==> src/rtl/regfile_sb.sv <==
// Register file with per-register pending-write scoreboard: 2 comb read ports, 1 sync write port, WAW issue stall.
// Optional same-cycle write-to-read forwarding when REGFILE_BYPASS_EN is defined.
module regfile_sb #(
  parameter int DATA_W   = 32,
  parameter int ADDR_W   = 5,
  parameter int ZERO_REG = 1
) (
  input  logic              iClk,
  input  logic              nRst,
  input  logic [ADDR_W-1:0] iAddrA,
  input  logic [ADDR_W-1:0] iAddrB,
  output logic [DATA_W-1:0] oRegA,
  output logic [DATA_W-1:0] oRegB,
  output logic              oBusyA,
  output logic              oBusyB,
  input  logic              iWrite,
  input  logic [ADDR_W-1:0] iAddrC,
  input  logic [DATA_W-1:0] iRegC,
  input  logic              iIssue,
  input  logic [ADDR_W-1:0] iIssueAddr,
  output logic              oIssueStall,
  input  logic              iFlush
);

  localparam int DEPTH = 2 ** ADDR_W;

  logic [DATA_W-1:0] regs_q [DEPTH];
  logic [DEPTH-1:0]  busy_q;
  logic [DEPTH-1:0]  busy_d;

  logic wr_en;
  logic stall;
  logic issue_acc;

  function automatic logic is_zero(input logic [ADDR_W-1:0] a);
    return (ZERO_REG != 0) && (a == '0);
  endfunction

  assign wr_en = iWrite & ~is_zero(iAddrC);

  // A writeback landing on the same edge releases the old owner, so it does not stall.
  assign stall = iIssue & busy_q[iIssueAddr] & ~(iWrite & (iAddrC == iIssueAddr))
               & ~iFlush & ~is_zero(iIssueAddr);

  assign issue_acc   = iIssue & ~iFlush & ~stall & ~is_zero(iIssueAddr);
  assign oIssueStall = stall;

  // Priority: flush > issue set > write clear.
  always_comb begin
    busy_d = busy_q;
    if (wr_en) begin
      busy_d[iAddrC] = 1'b0;
    end
    if (issue_acc) begin
      busy_d[iIssueAddr] = 1'b1;
    end
    if (iFlush) begin
      busy_d = '0;
    end
  end

  always_ff @(posedge iClk or negedge nRst) begin
    if (!nRst) begin
      busy_q <= '0;
    end else begin
      busy_q <= busy_d;
    end
  end

  always_ff @(posedge iClk or negedge nRst) begin
    if (!nRst) begin
      for (int i = 0; i < DEPTH; i++) begin
        regs_q[i] <= '0;
      end
    end else if (wr_en) begin
      regs_q[iAddrC] <= iRegC;
    end
  end

  always_comb begin
    oRegA  = is_zero(iAddrA) ? '0 : regs_q[iAddrA];
    oBusyA = is_zero(iAddrA) ? 1'b0 : busy_q[iAddrA];
`ifdef REGFILE_BYPASS_EN
    if (nRst && wr_en && (iAddrA == iAddrC)) begin
      oRegA  = iRegC;
      oBusyA = issue_acc && (iIssueAddr == iAddrA);
    end
`endif
  end

  always_comb begin
    oRegB  = is_zero(iAddrB) ? '0 : regs_q[iAddrB];
    oBusyB = is_zero(iAddrB) ? 1'b0 : busy_q[iAddrB];
`ifdef REGFILE_BYPASS_EN
    if (nRst && wr_en && (iAddrB == iAddrC)) begin
      oRegB  = iRegC;
      oBusyB = issue_acc && (iIssueAddr == iAddrB);
    end
`endif
  end

endmodule
==> config.mk <==
export PLATFORM = sky130hd
export DESIGN_NAME = regfile_sb
export DESIGN_NICKNAME = d
export VERILOG_FILES = /design/src/rtl/regfile_sb.sv
export SDC_FILE = /design/constraint.sdc
export NUM_CORES = 2
export LEC_CHECK = 0
export CORE_ASPECT_RATIO = 0.6
export CORE_MARGIN = 4
export CORE_UTILIZATION = 25
export CTS_CLUSTER_SIZE = 12
export DETAILED_ROUTE_END_ITERATION = 10
export PLACE_DENSITY = 0.47
export SETUP_SLACK_MARGIN = 0.4
export SYNTH_ARGS = -nofsm -noshare
export SYNTH_HDL_FRONTEND = slang
export SYNTH_SLANG_ARGS = --single-unit
==> constraint.sdc <==
create_clock -name iClk -period 5.6 [get_ports iClk]
set_input_delay 1.12 -clock iClk [delete_from_list [all_inputs] [get_ports iClk]]
set_output_delay 1.12 -clock iClk [all_outputs]
set_load 0.02 [all_outputs]
==> qor.yml <==
power.density_nw_per_um2: 340
fmax_mhz: 200
track_usage_pct: 16.5
fin_crit_sh_pct: 89.3
startpoint: "iAddrA[0]"
crit_path_frequent_cell: "mux4_2"
pwr-share-comb_pct: 22.5
sw_frac_of_total_pct: 28.0
cp_max_fo: 32
setup_viol: 0
drv_slew: 0
path_buf_inv: 4
avgViaCountPerCell: 5.11
rsz0062_at_grt: "no"
vias: 33500
worstReg2RegEnd: "busy_q[23]"
num-nets-final: 3549
cp.arrival_ns: 3.88
drtIter0Drc: 2678
vdd_drop_max_mv: 0.235
grt_pass1_vias: 34900
pin_count: 124
skew_ns: 0.0102
postCtsSetupRepairBufs: 0
final_cell_area_um2: 65000
cpPeakStageDelay_ns: 0.82
tightest_slew_ns: 1.30
die_h_um: 375
clockRootBuffer: "clkbuf_16"
drt_first_pass_iters: 5
syn-mean-instance-area_um2: 16.1
cts.sinks: 1056
antenna_found_initial: 17
place_area_um2: 61700
final_layout_size_suffix_gt1_share_pct: 57.0
area_delta_synth_final_pct: 15.9
synth_edf_count: 0
status: "finished, final reports clean"
slowest_stage: "o21ai_0"
cp-endpoint: "oRegA[21]"
synth_seq_cells: 1056
fin_setup_tns_ns: 0
p_int_uw: 15900
h-tree-depth: 3
netlist_instances: 3490
maxCapViolations: 0
seq_area_frac_synth_pct: 47.1
place_congestion: 0.751
synthesis.area_um2: 56100
ant_nets: 0
power_uw: 22100
cp-start-kind: "primary input"
routed_wl_mm: 192
coreArea_um2: 223000
holdBufCountCts: 0
grt_pass1_wl_mm: 276
finalCriticalPeriod_ns: 5.00
cts.clk_slew.worst_paths_ns: 0.06
seq_power_share_pct: 45.6
leakagePower_uw: 0.0267
die_w_um: 619
insertion_delay_ns: 0.73
synth-main-ff-cell: "dfrtp_1"
numPortBuffers: 123
r2r-start: "busy_q[29]"
wl_per_cell_um: 29.4
initial_core_util_pct: 25.2
finalHoldViolations: 0
cts_tree: "built"
worstSetupPathDepth: 7
syn-num-nets: 3547
grt-ovfl-total: 0
cp_top_family: "buffers and inverters"
final.fill_count: 22200
cts_buffers: 106
path_cells: "buf_8 -> buf_12 -> mux4_2 -> mux4_2 -> inv_1 -> o21ai_0 -> clkdlybuf4s50_1"
required_ns: 4.48
synthArstFlopShare_pct: 100
die_area_um2: 232000
dpl.hpwl_mm: 116
r2r_slack_ns: 3.22
rows: 134
slew_headroom_pct: 13.0
critPathKind: "in2out"
power_frac_clock_pct: 31.9
end_kind: "output port"
ys.warnings.count: 0
hp-class: "reg2reg"
reg2reg_depth: 5
drc: 0
cts.path.max_buffers: 3
grt_max_degree: 122
p_switching_uw: 6190
synth_cell_types: 41
cell families (layout without fill, tap and decap cells):
kind of cell,Yosys count,in the layout,share of synthesized area [%]
other,0,2,0
AND/OR/NAND/NOR,165,165,1.39
buffers and inverters,487,552,3.42
AO/OA/AOI/OAI,113,113,1.23
multiplexers,1664,1664,46.7
flip-flops,1056,1056,47.1
XOR/XNOR,5,5,0.0781
power by group through the flow:
| stage | registers, µW | clock network (µW) | logic, µW |
|---|---|---|---|
| final | 10100 | 7060 | 4960 |
| after global routing | 10200 | 7560 | 5350 |
| after CTS | 10000 | 7270 | 5050 |
| after detailed placement | 10200 | 0 | 5030 |
| after global placement | 10200 | 0 | 4970 |
| after floorplan | 9790 | 0 | 3600 |
placed cells by master (no fill, tap or decap), drive strengths merged, types with 3 or more instances in the layout:
cell           count
nand2             89
nor2              22
inv               89
nor3b              4
o32ai             16
and3               3
o21ai             82
clkbuf           152
dfrtp           1056
clkinv            12
mux2             998
nor3               3
nor2b              5
nand3              5
buf              184
xor2               5
nand3b            21
clkdlybuf4s50    111
nand2b             3
mux4             664
a21oi              3
nor4               3
layout make-up:
| class | count | area, µm² | share of cell area [%] |
|---|---|---|---|
| antenna | 2 | 5.00 | 0.00770 |
| clock buffer | 152 | 3050 | 4.69 |
| clock inverter | 19 | 188 | 0.289 |
| inverter | 85 | 319 | 0.491 |
| multi-input combinational | 1947 | 28000 | 43.1 |
| sequential | 1056 | 26400 | 40.7 |
| tap | 2992 | 3740 | 5.76 |
| timing repair buffer | 296 | 3280 | 5.04 |
state kept, by name, indices dropped and copies added, names as in the netlist:
register	count
regs_q	1024
busy_q	32
worst min-delay path by stage:
stage	startpoint	to	slack, ns	cells past startpoint
6_report	regs_q[1015]	regs_q[1015]	0.39	0
5_1_grt	regs_q[1003]	regs_q[1003]	0.41	0
4_1_cts	regs_q[999]	regs_q[999]	0.40	0
3_5_place_dp	regs_q[999]	regs_q[999]	0.38	0
3_3_place_gp	regs_q[1016]	regs_q[1016]	0.38	0
2_1_floorplan	regs_q[1000]	regs_q[1000]	0.44	1
worst reg2reg max path: stages, from the launching register on:
cell	delay, ns
dfrtp_1	0.43
mux4_2	0.49
a32o_1	0.30
a211oi_4	0.37
a41oi_2	0.45
o32ai_1	0.25
layer usage:
metal / track usage [%] / up-vias / wire, µm
met5: 0 / - / 48
met4: 3.64 / 8 / 4310
met3: 3.55 / 225 / 10500
met2: 24.3 / 895 / 84800
met1: 24.6 / 18800 / 92700
li1: - / 13500 / -
cell usage after synthesis, drive strengths merged (2+ instances only):
cell type     n  area share [%]
a21oi         3           0.027
a31oi         2           0.033
and3          3           0.033
buf         124            0.99
clkbuf      278             1.9
dfrtp      1056              47
inv          85            0.57
mux2        998              20
mux2i         2           0.036
mux4        664              27
nand2        89            0.60
nand2b        3           0.033
nand3         5           0.045
nand3b       21            0.28
nor2         22            0.15
nor2b         5           0.056
nor3          3           0.027
nor3b         4           0.054
nor4          3           0.033
o21ai        82            0.73
o32ai        16            0.25
o41ai         2           0.031
or2           2           0.022
or3           2           0.022
xor2          5           0.078
through the flow:
step	util (%)	worst slack [ns]	cells	hold WS (ns)
after detailed placement	27.7	0.443	6376	0.383
final	29.2	0.598	6549	0.392
after global placement	27.7	0.457	6376	0.377
after CTS	29.2	0.433	6547	0.398
after global routing	29.2	0.482	6549	0.409
after floorplan	-	1.42	3490	0.441
what timing repair did:
item,in CTS,in global routing
resized for setup,0,3
endpoints found under the hold margin,0,0
setup endpoints to repair,0,4
(Power assumes the default switching activity.)
